<file path="config.mk">
export PLATFORM = sky130hd
export DESIGN_NAME = uart_receiver
export DESIGN_NICKNAME = d
export VERILOG_FILES = /design/src/rtl/uart_pkg.sv /design/src/rtl/baud_tick_gen.sv /design/src/rtl/uart_receiver.sv
export SDC_FILE = /design/constraint.sdc
export NUM_CORES = 1
export LEC_CHECK = 0
export ABC_AREA = 1
export CAP_MARGIN = 0
export CORE_UTILIZATION = 50
export DETAILED_ROUTE_END_ITERATION = 8
export PLACE_DENSITY = 0.7
export SETUP_SLACK_MARGIN = 0.4
export SLEW_MARGIN = 10
export SYNTH_ARGS = -nofsm -noshare
export SYNTH_HDL_FRONTEND = slang
export SYNTH_SLANG_ARGS = --single-unit
</file>
<file path="constraint.sdc">
create_clock -name clk -period 2.05 [get_ports clk]
set_input_delay 0.3075 -clock clk [delete_from_list [all_inputs] [get_ports clk]]
set_output_delay 0.3075 -clock clk [all_outputs]
set_load 0.05 [all_outputs]
</file>
<file path="src/rtl/uart_pkg.sv">
// Shared UART definitions: receiver state encoding and oversampling constants,
// common to the receive path and the transmitter's tick logic.
package uart_pkg;

   typedef enum logic [2:0] {
      IDLE  = 3'd0,
      START = 3'd1,
      DATA  = 3'd2,
      STOP  = 3'd3,
      DONE  = 3'd4
   } rx_state_t;

   localparam int OVERSAMPLE = 16;
   localparam int MID_SAMPLE = 8;

endpackage

</file>
<file path="src/rtl/baud_tick_gen.sv">
// Oversample tick generator: one-clk s_tick every tick_div clocks, re-phasable via clr.
module baud_tick_gen #(
   parameter int tick_div = 10
) (
   input  logic clk,
   input  logic reset,
   input  logic clr,
   output logic s_tick
);

   localparam int CW = (tick_div > 1) ? $clog2(tick_div) : 1;

   logic [CW-1:0] cnt_reg;

   assign s_tick = (cnt_reg == CW'(tick_div - 1));

   always_ff @(posedge clk) begin
      if (reset || clr) begin
         cnt_reg <= '0;
      end else if (s_tick) begin
         cnt_reg <= '0;
      end else begin
         cnt_reg <= cnt_reg + 1'b1;
      end
   end

endmodule

</file>
<file path="src/rtl/uart_receiver.sv">
// UART receive stage: 16x oversampled, mid-cell sampling, MSB-first data,
// one-cycle rx_done strobe with a framing-error flag.
module uart_receiver
   import uart_pkg::*;
#(
   parameter int nbits    = 8,
   parameter int stpbits  = 2,
   parameter int tick_div = 10
) (
   input  logic             clk,
   input  logic             reset,
   input  logic             rx,
   output logic [nbits-1:0] rx_dout,
   output logic             rx_done,
   output logic             frame_err,
   output logic             rx_busy
);

   localparam int NMAX = (nbits > stpbits) ? nbits : stpbits;
   localparam int NW   = $clog2(NMAX) + 1;

   rx_state_t        state_reg, state_next;
   logic [3:0]       s_cnt_reg, s_cnt_next;
   logic [NW-1:0]    n_cnt_reg, n_cnt_next;
   logic [nbits-1:0] shreg_reg, shreg_next;
   logic             err_reg, err_next;
   logic [nbits-1:0] dout_reg, dout_next;
   logic             ferr_reg, ferr_next;
   logic             rx_meta_reg, rxs_reg, rxs_prev_reg;
   logic             s_tick;
   logic             tick_clr;

   baud_tick_gen #(.tick_div(tick_div)) u_tick (
      .clk    (clk),
      .reset  (reset),
      .clr    (tick_clr),
      .s_tick (s_tick)
   );

   always_ff @(posedge clk) begin
      if (reset) begin
         state_reg    <= IDLE;
         s_cnt_reg    <= '0;
         n_cnt_reg    <= '0;
         shreg_reg    <= '0;
         err_reg      <= 1'b0;
         dout_reg     <= '0;
         ferr_reg     <= 1'b0;
         rx_meta_reg  <= 1'b1;
         rxs_reg      <= 1'b1;
         rxs_prev_reg <= 1'b0;
      end else begin
         state_reg    <= state_next;
         s_cnt_reg    <= s_cnt_next;
         n_cnt_reg    <= n_cnt_next;
         shreg_reg    <= shreg_next;
         err_reg      <= err_next;
         dout_reg     <= dout_next;
         ferr_reg     <= ferr_next;
         rx_meta_reg  <= rx;
         rxs_reg      <= rx_meta_reg;
         rxs_prev_reg <= rxs_reg;
      end
   end

   always_comb begin
      state_next = state_reg;
      s_cnt_next = s_cnt_reg;
      n_cnt_next = n_cnt_reg;
      shreg_next = shreg_reg;
      err_next   = err_reg;
      dout_next  = dout_reg;
      ferr_next  = ferr_reg;
      tick_clr   = 1'b0;

      case (state_reg)
         IDLE: begin
            if (rxs_prev_reg && !rxs_reg) begin
               state_next = START;
               s_cnt_next = '0;
               tick_clr   = 1'b1;
            end
         end
         START: begin
            if (s_tick) begin
               if (s_cnt_reg == 4'(MID_SAMPLE - 1)) begin
                  if (rxs_reg) begin
                     state_next = IDLE;
                  end else begin
                     state_next = DATA;
                     s_cnt_next = '0;
                     n_cnt_next = '0;
                     err_next   = 1'b0;
                  end
               end else begin
                  s_cnt_next = s_cnt_reg + 1'b1;
               end
            end
         end
         DATA: begin
            if (s_tick) begin
               if (s_cnt_reg == 4'(OVERSAMPLE - 1)) begin
                  s_cnt_next = '0;
                  shreg_next = {shreg_reg[nbits-2:0], rxs_reg};
                  if (n_cnt_reg == NW'(nbits - 1)) begin
                     n_cnt_next = '0;
                     state_next = STOP;
                  end else begin
                     n_cnt_next = n_cnt_reg + 1'b1;
                  end
               end else begin
                  s_cnt_next = s_cnt_reg + 1'b1;
               end
            end
         end
         STOP: begin
            if (s_tick) begin
               if (s_cnt_reg == 4'(OVERSAMPLE - 1)) begin
                  s_cnt_next = '0;
                  err_next   = err_reg | ~rxs_reg;
                  if (n_cnt_reg == NW'(stpbits - 1)) begin
                     n_cnt_next = '0;
                     state_next = DONE;
                     // Load on DONE entry so the word and flag are valid alongside rx_done.
                     dout_next  = shreg_reg;
                     ferr_next  = err_next;
                  end else begin
                     n_cnt_next = n_cnt_reg + 1'b1;
                  end
               end else begin
                  s_cnt_next = s_cnt_reg + 1'b1;
               end
            end
         end
         DONE: begin
            state_next = IDLE;
         end
         default: begin
            state_next = IDLE;
         end
      endcase
   end

   assign rx_dout   = dout_reg;
   assign frame_err = ferr_reg;
   assign rx_done   = (state_reg == DONE);
   assign rx_busy   = (state_reg != IDLE);

endmodule

</file>
## After elaboration in Yosys (flattened, before gate mapping)

Cells that the tools add are included.

- $add $sub $neg: 3
- Equality and inequality tests: 21
- Muxes and demuxes: 35
- Bitwise logic cells: 2
- Reductions and logical operators: 16

Operators by type and width:

| cell | count |
|---|---|
| $mux W4 | 14 |
| $mux W3 | 9 |
| $pmux W4 S3 | 2 |
| $ne A2 B2 Y1 const B | 10 |
| $add A4 B1 Y4 const B | 3 |
| $pmux W3 S4 | 1 |
| $reduce_and A9 Y1 | 1 |
| $reduce_bool A3 Y1 | 3 |
| $eq A4 B3 Y1 const B | 2 |
| $eq A4 B4 Y1 const B | 2 |
| $reduce_and A8 Y1 | 1 |
| $mux W1 | 7 |
| $eq A3 B2 Y1 const B | 2 |
| $reduce_and A6 Y1 | 1 |
| $reduce_and A5 Y1 | 1 |
| $eq A4 B1 Y1 const B | 1 |
| $reduce_and A4 Y1 | 1 |
| $reduce_or A2 Y1 | 2 |
| $eq A3 B1 Y1 const B | 1 |
| $eq A3 B3 Y1 const B | 1 |
| $logic_not A3 Y1 | 1 |
| $ne A3 B3 Y1 const B | 1 |
| $reduce_and A3 Y1 | 1 |
| $mux W2 | 1 |
| 8 further kinds | 8 |

- Flip-flop bits (word level): 36
- Input bits: 3
- Word-level logic and storage cells: 88

## Depth between registers and ports, before layout

- Depth after elaboration: 6
- Mapped depth: 11

## By module

A second synthesis with hierarchy kept.

- Cells, all modules: 236
- Area total of the unflattened synthesis: 1690.4 sq um

By module, submodules not included:

| module | instances | cells each | area an instance (sq um) | seq. area each (sq um) |
|---|---|---|---|---|
| uart_receiver | 1 | 214 | 1506.4 | 640.6 |
| baud_tick_gen | 1 | 22 | 183.9 | 80.1 |

## Worst setup path after synthesis

Ideal clock, no wire load.

- Kind: register -> output
- From: reg state_reg[2]
- To: out rx_done
- Data arrival time: 1.528 ns
- Slack: 0.214 ns
- Stages on the path, launching flop included: 3
- Path buffers: 0
- Cell sequence: dfxtp_1 inv_1 nor3_1

- Longest elaborated chain between the ends: 1

Ends and longest elaborated chain:

| what | RTL line | text |
|---|---|---|
| start, declared | uart_receiver.sv:22 | `rx_state_t state_reg, state_next;` |
| start signal, assigned | uart_receiver.sv:53 | `state_reg <= state_next;` |
| $eq A3 B3 Y1 | uart_receiver.sv:146 | `assign rx_done = (state_reg == DONE);` |
| end, declared | uart_receiver.sv:14 | `output logic rx_done,` |

No other way between the ends.

## Worst setup path after layout

- From: reg state_reg[0]
- To: out rx_busy

- Longest elaborated chain between the ends: 1

Ends and longest elaborated chain:

| what | RTL line | text |
|---|---|---|
| $reduce_bool A3 Y1 | uart_receiver.sv:147 | `assign rx_busy = (state_reg != IDLE);` |
| end, declared | uart_receiver.sv:16 | `output logic rx_busy` |

No other way between the ends.

==> flow_metrics.env <==
export IMPL_drt_initial_drc_count=42
export IMPL_grt_antenna_before_repair=0
export IMPL_cts_tree="yes"
export IMPL_dieHeight_microns=61.11
export IMPL_area_growth_syn_to_layout_pct=17.98
export IMPL_leakagePower_uw=0.0009464
export IMPL_drcViolationCount=0
export IMPL_drive_gt1_share_pct=15.64
export IMPL_clkLatencyLatePin_ps=340
export IMPL_nets=283
export IMPL_tightest_slew_ps=485.0
export IMPL_slowest_stage="dfxtp_2"
export IMPL_drtAntennaViolNets=0
export IMPL_cts_made_buffers=5
export IMPL_critPathKind="reg2out"
export IMPL_worst_ep_required_time_ps=1740
export IMPL_r2r_end="state_reg[0]$_SDFFE_PP0P_"
export IMPL_htreeDepth=2
export IMPL_crit_chain="nor2_2 > nand2_1 > buf_4"
export IMPL_fmaxAchievable_mhz=641.4
export IMPL_place_ws_ps=290.4
export IMPL_power_density_mw_per_mm2=1016
export IMPL_layout_common_cells="nand2_1 (52), dfxtp_1 (32), inv_1 (30)"
export IMPL_hpwl_mm=2.534
export IMPL_clock_root_buffer="clkbuf_4"
export IMPL_critical_path_buf_inv_count=1
export IMPL_gr_usage_all_layers_pct=21.08
export IMPL_critPathMaxStageDelay_ps=380
export IMPL_placed_area_sq_mm=0.001928
export IMPL_rsz0062_at_grt="yes"
export IMPL_ys_seq_area_share_pct=41.26
export IMPL_ir_drop_mv=0.5152
export IMPL_place_gp_congestion=0.9409
export IMPL_clock_path_buffers=2
export IMPL_path_delay_family="flip-flops"
export IMPL_crit_path_start="state_reg[0]$_SDFFE_PP0P_"
export IMPL_rows=21
export IMPL_cts_num_sinks=36
export IMPL_finalCritPeriodShare_pct=76.05
export IMPL_slew_headroom_pct=67.63
export IMPL_grt_overflow_total=0
export IMPL_holdBufCountCts=0
export IMPL_ys_warn_count=0
export IMPL_drt_pass1_iter_count=4
export IMPL_dieArea_sq_mm=0.003734
export IMPL_worst_setup_path_start_kind="flip-flop"
export IMPL_drv_cap=0
export IMPL_clk_pin_slew_ps=110
export IMPL_grt_pass1_wl_mm=5.713
export IMPL_diodes=0
export IMPL_post_route_cell_area_sq_mm=0.002061
export IMPL_period_minus_slack_ps=1559
export IMPL_synth_seq_cells=36
export IMPL_reg2reg_from="n_cnt_reg[1]$_SDFFE_PP0P_"
export IMPL_path_depth=3
export IMPL_post_drt_via_cell_ratio=4.956
export IMPL_synth_avg_cell_area_sq_um=6.904
export IMPL_hold_viol=0
export IMPL_die_x_microns=61.11
export IMPL_clockPowerShare_pct=19.2
export IMPL_fin_skew_ps=12.00
export IMPL_start_util_pct=52.34
export IMPL_wl_mm=3.456
export IMPL_wl_per_cell_microns=10.77
export IMPL_worst_slack_ps=490.9
export IMPL_syn_inst=253
export IMPL_grt_max_degree=20
export IMPL_rrSetupSlack_ps=540
export IMPL_mostFrequentLayoutCell="nand2_1"
export IMPL_p_sw_share_pct=41.79
export IMPL_coreArea_sq_mm=0.003337
export IMPL_net_switching_power_uw=875.2
export IMPL_path_max_fanout=6
export IMPL_syn_area_sq_mm=0.001747
export IMPL_power_frac_comb_pct=40.8
export IMPL_vias=1591
export IMPL_critPathArrivalTime_ps=1250
export IMPL_seq_power_share_pct=40.0
export IMPL_crit_end="rx_busy"
export IMPL_finalMaxSlewViolations=0
export IMPL_yosysUniqueCellTypes=25
export IMPL_reg2reg_depth=10
export IMPL_numPortBuffers=13
export IMPL_status="completed"
export IMPL_fillers=333
export IMPL_synth_nets=262
export IMPL_seq_area_sq_um=725.7
export IMPL_grt_pass1_vias=1362
export IMPL_io_pins=14
export IMPL_intPower_uw=1219
export IMPL_finalSetupTns_ps=0
export IMPL_cp_end_kind="output pin"
export IMPL_finalSetupViolCount=0
export IMPL_hold_class="reg2reg"
export IMPL_multi_input_area_sq_um=928.4
layout make-up:
| class | instances | share of cell area [%] |
|---|---|---|
| Clock buffer | 7 | 2.672 |
| Inverter | 31 | 5.647 |
| Sequential cell | 36 | 35.22 |
| Tap cell | 46 | 2.793 |
| Multi-Input combinational cell | 180 | 45.05 |
| Clock inverter | 1 | 0.3643 |
| Timing Repair Buffer | 20 | 8.257 |
worst register-to-register path, stage by stage, from the launching register on:
cell,delay (ps)
dfxtp_1,420
inv_1,60
ha_1,190
nand2_1,180
nand2_1,100
nand2_1,160
nor2_4,60
nand2_1,100
nand2_1,60
nand2_1,60
nor2_1,40
timing repair:
item | CTS | global route
hold endpoints to repair | 0 | 0
resized for setup | 14 | 17
pin swaps | 1 | 3
setup buffers | 1 | 2
setup endpoints to repair | 23 | 22
metal layers:
metal | global-route usage, % | routed length, microns | vias up
met5 | 0 | 0 | -
met1 | 26.14 | 1715 | 706
met2 | 33.85 | 1538 | 32
li1 | - | - | 848
met4 | 7.468 | 33 | 0
met3 | 7.563 | 169 | 5
power groups by stage:
stage                     logic (uW)  clock network [uW]  registers, uW
after global placement           753                   0            841
after detailed placement         756                   0            842
after CTS                        764                 416            829
after global routing             962                 452            847
after floorplan                  625                   0            810
final                            855                 402            838
synth_stat cells:
master     n  area share [%]
inv_2      1            0.21
buf_4      1            0.43
nor2_1    35             7.5
o21ai_1    1            0.29
o21ai_0   19             5.4
xnor2_1    1            0.50
nor3_4     1            0.93
nor2_4     1            0.64
or2_2      2            0.72
inv_1     30             6.4
nand2_1   58              12
nand4_1    2            0.72
nand3_1   20             5.7
buf_2      2            0.57
o211ai_1   1            0.43
ha_1       6             4.3
xor2_1     3             1.5
nand2_2    1            0.36
nor2_2     1            0.36
and2_1     1            0.36
dfxtp_1   36              41
clkbuf_1   2            0.43
a21oi_1   25             7.2
nor3_1     2            0.57
buf_6      1            0.64
cells by family (layout without fill, tap and decap cells):
logic type | after synthesis | in the layout | synth area share (%)
fa+ha+maj | 6 | 6 | 4.298
buf+inv | 37 | 59 | 8.739
xor+xnor | 4 | 4 | 2.006
simple gates | 124 | 124 | 30.37
compound gates | 46 | 46 | 13.32
flops | 36 | 36 | 41.26
worst min-delay path by stage:
stage,startpoint,to,slack (ps),cells past startpoint
after floorplan,rx_meta_reg$_SDFF_PP1_,rxs_reg$_SDFF_PP1_,390,1
after global placement,rx_meta_reg$_SDFF_PP1_,rxs_reg$_SDFF_PP1_,390,1
after detailed placement,rx_meta_reg$_SDFF_PP1_,rxs_reg$_SDFF_PP1_,400,1
after CTS,rx_meta_reg$_SDFF_PP1_,rxs_reg$_SDFF_PP1_,430,1
after global routing,rx_meta_reg$_SDFF_PP1_,rxs_reg$_SDFF_PP1_,440,1
final,rx_meta_reg$_SDFF_PP1_,rxs_reg$_SDFF_PP1_,430,1
through the flow:
step	utilization (%)	total power (uW)	cells	hold WS [ps]
3_3_place_gp	57.78	1595	310	391.7
4_1_cts	59.96	2009	319	429.6
5_1_grt	61.75	2260	321	443.7
6_report	61.75	2094	321	426.2
2_1_floorplan	-	1435	253	389.5
3_5_place_dp	57.78	1598	310	403.4
No activity file was read; power rests on OpenSTA's default activity.
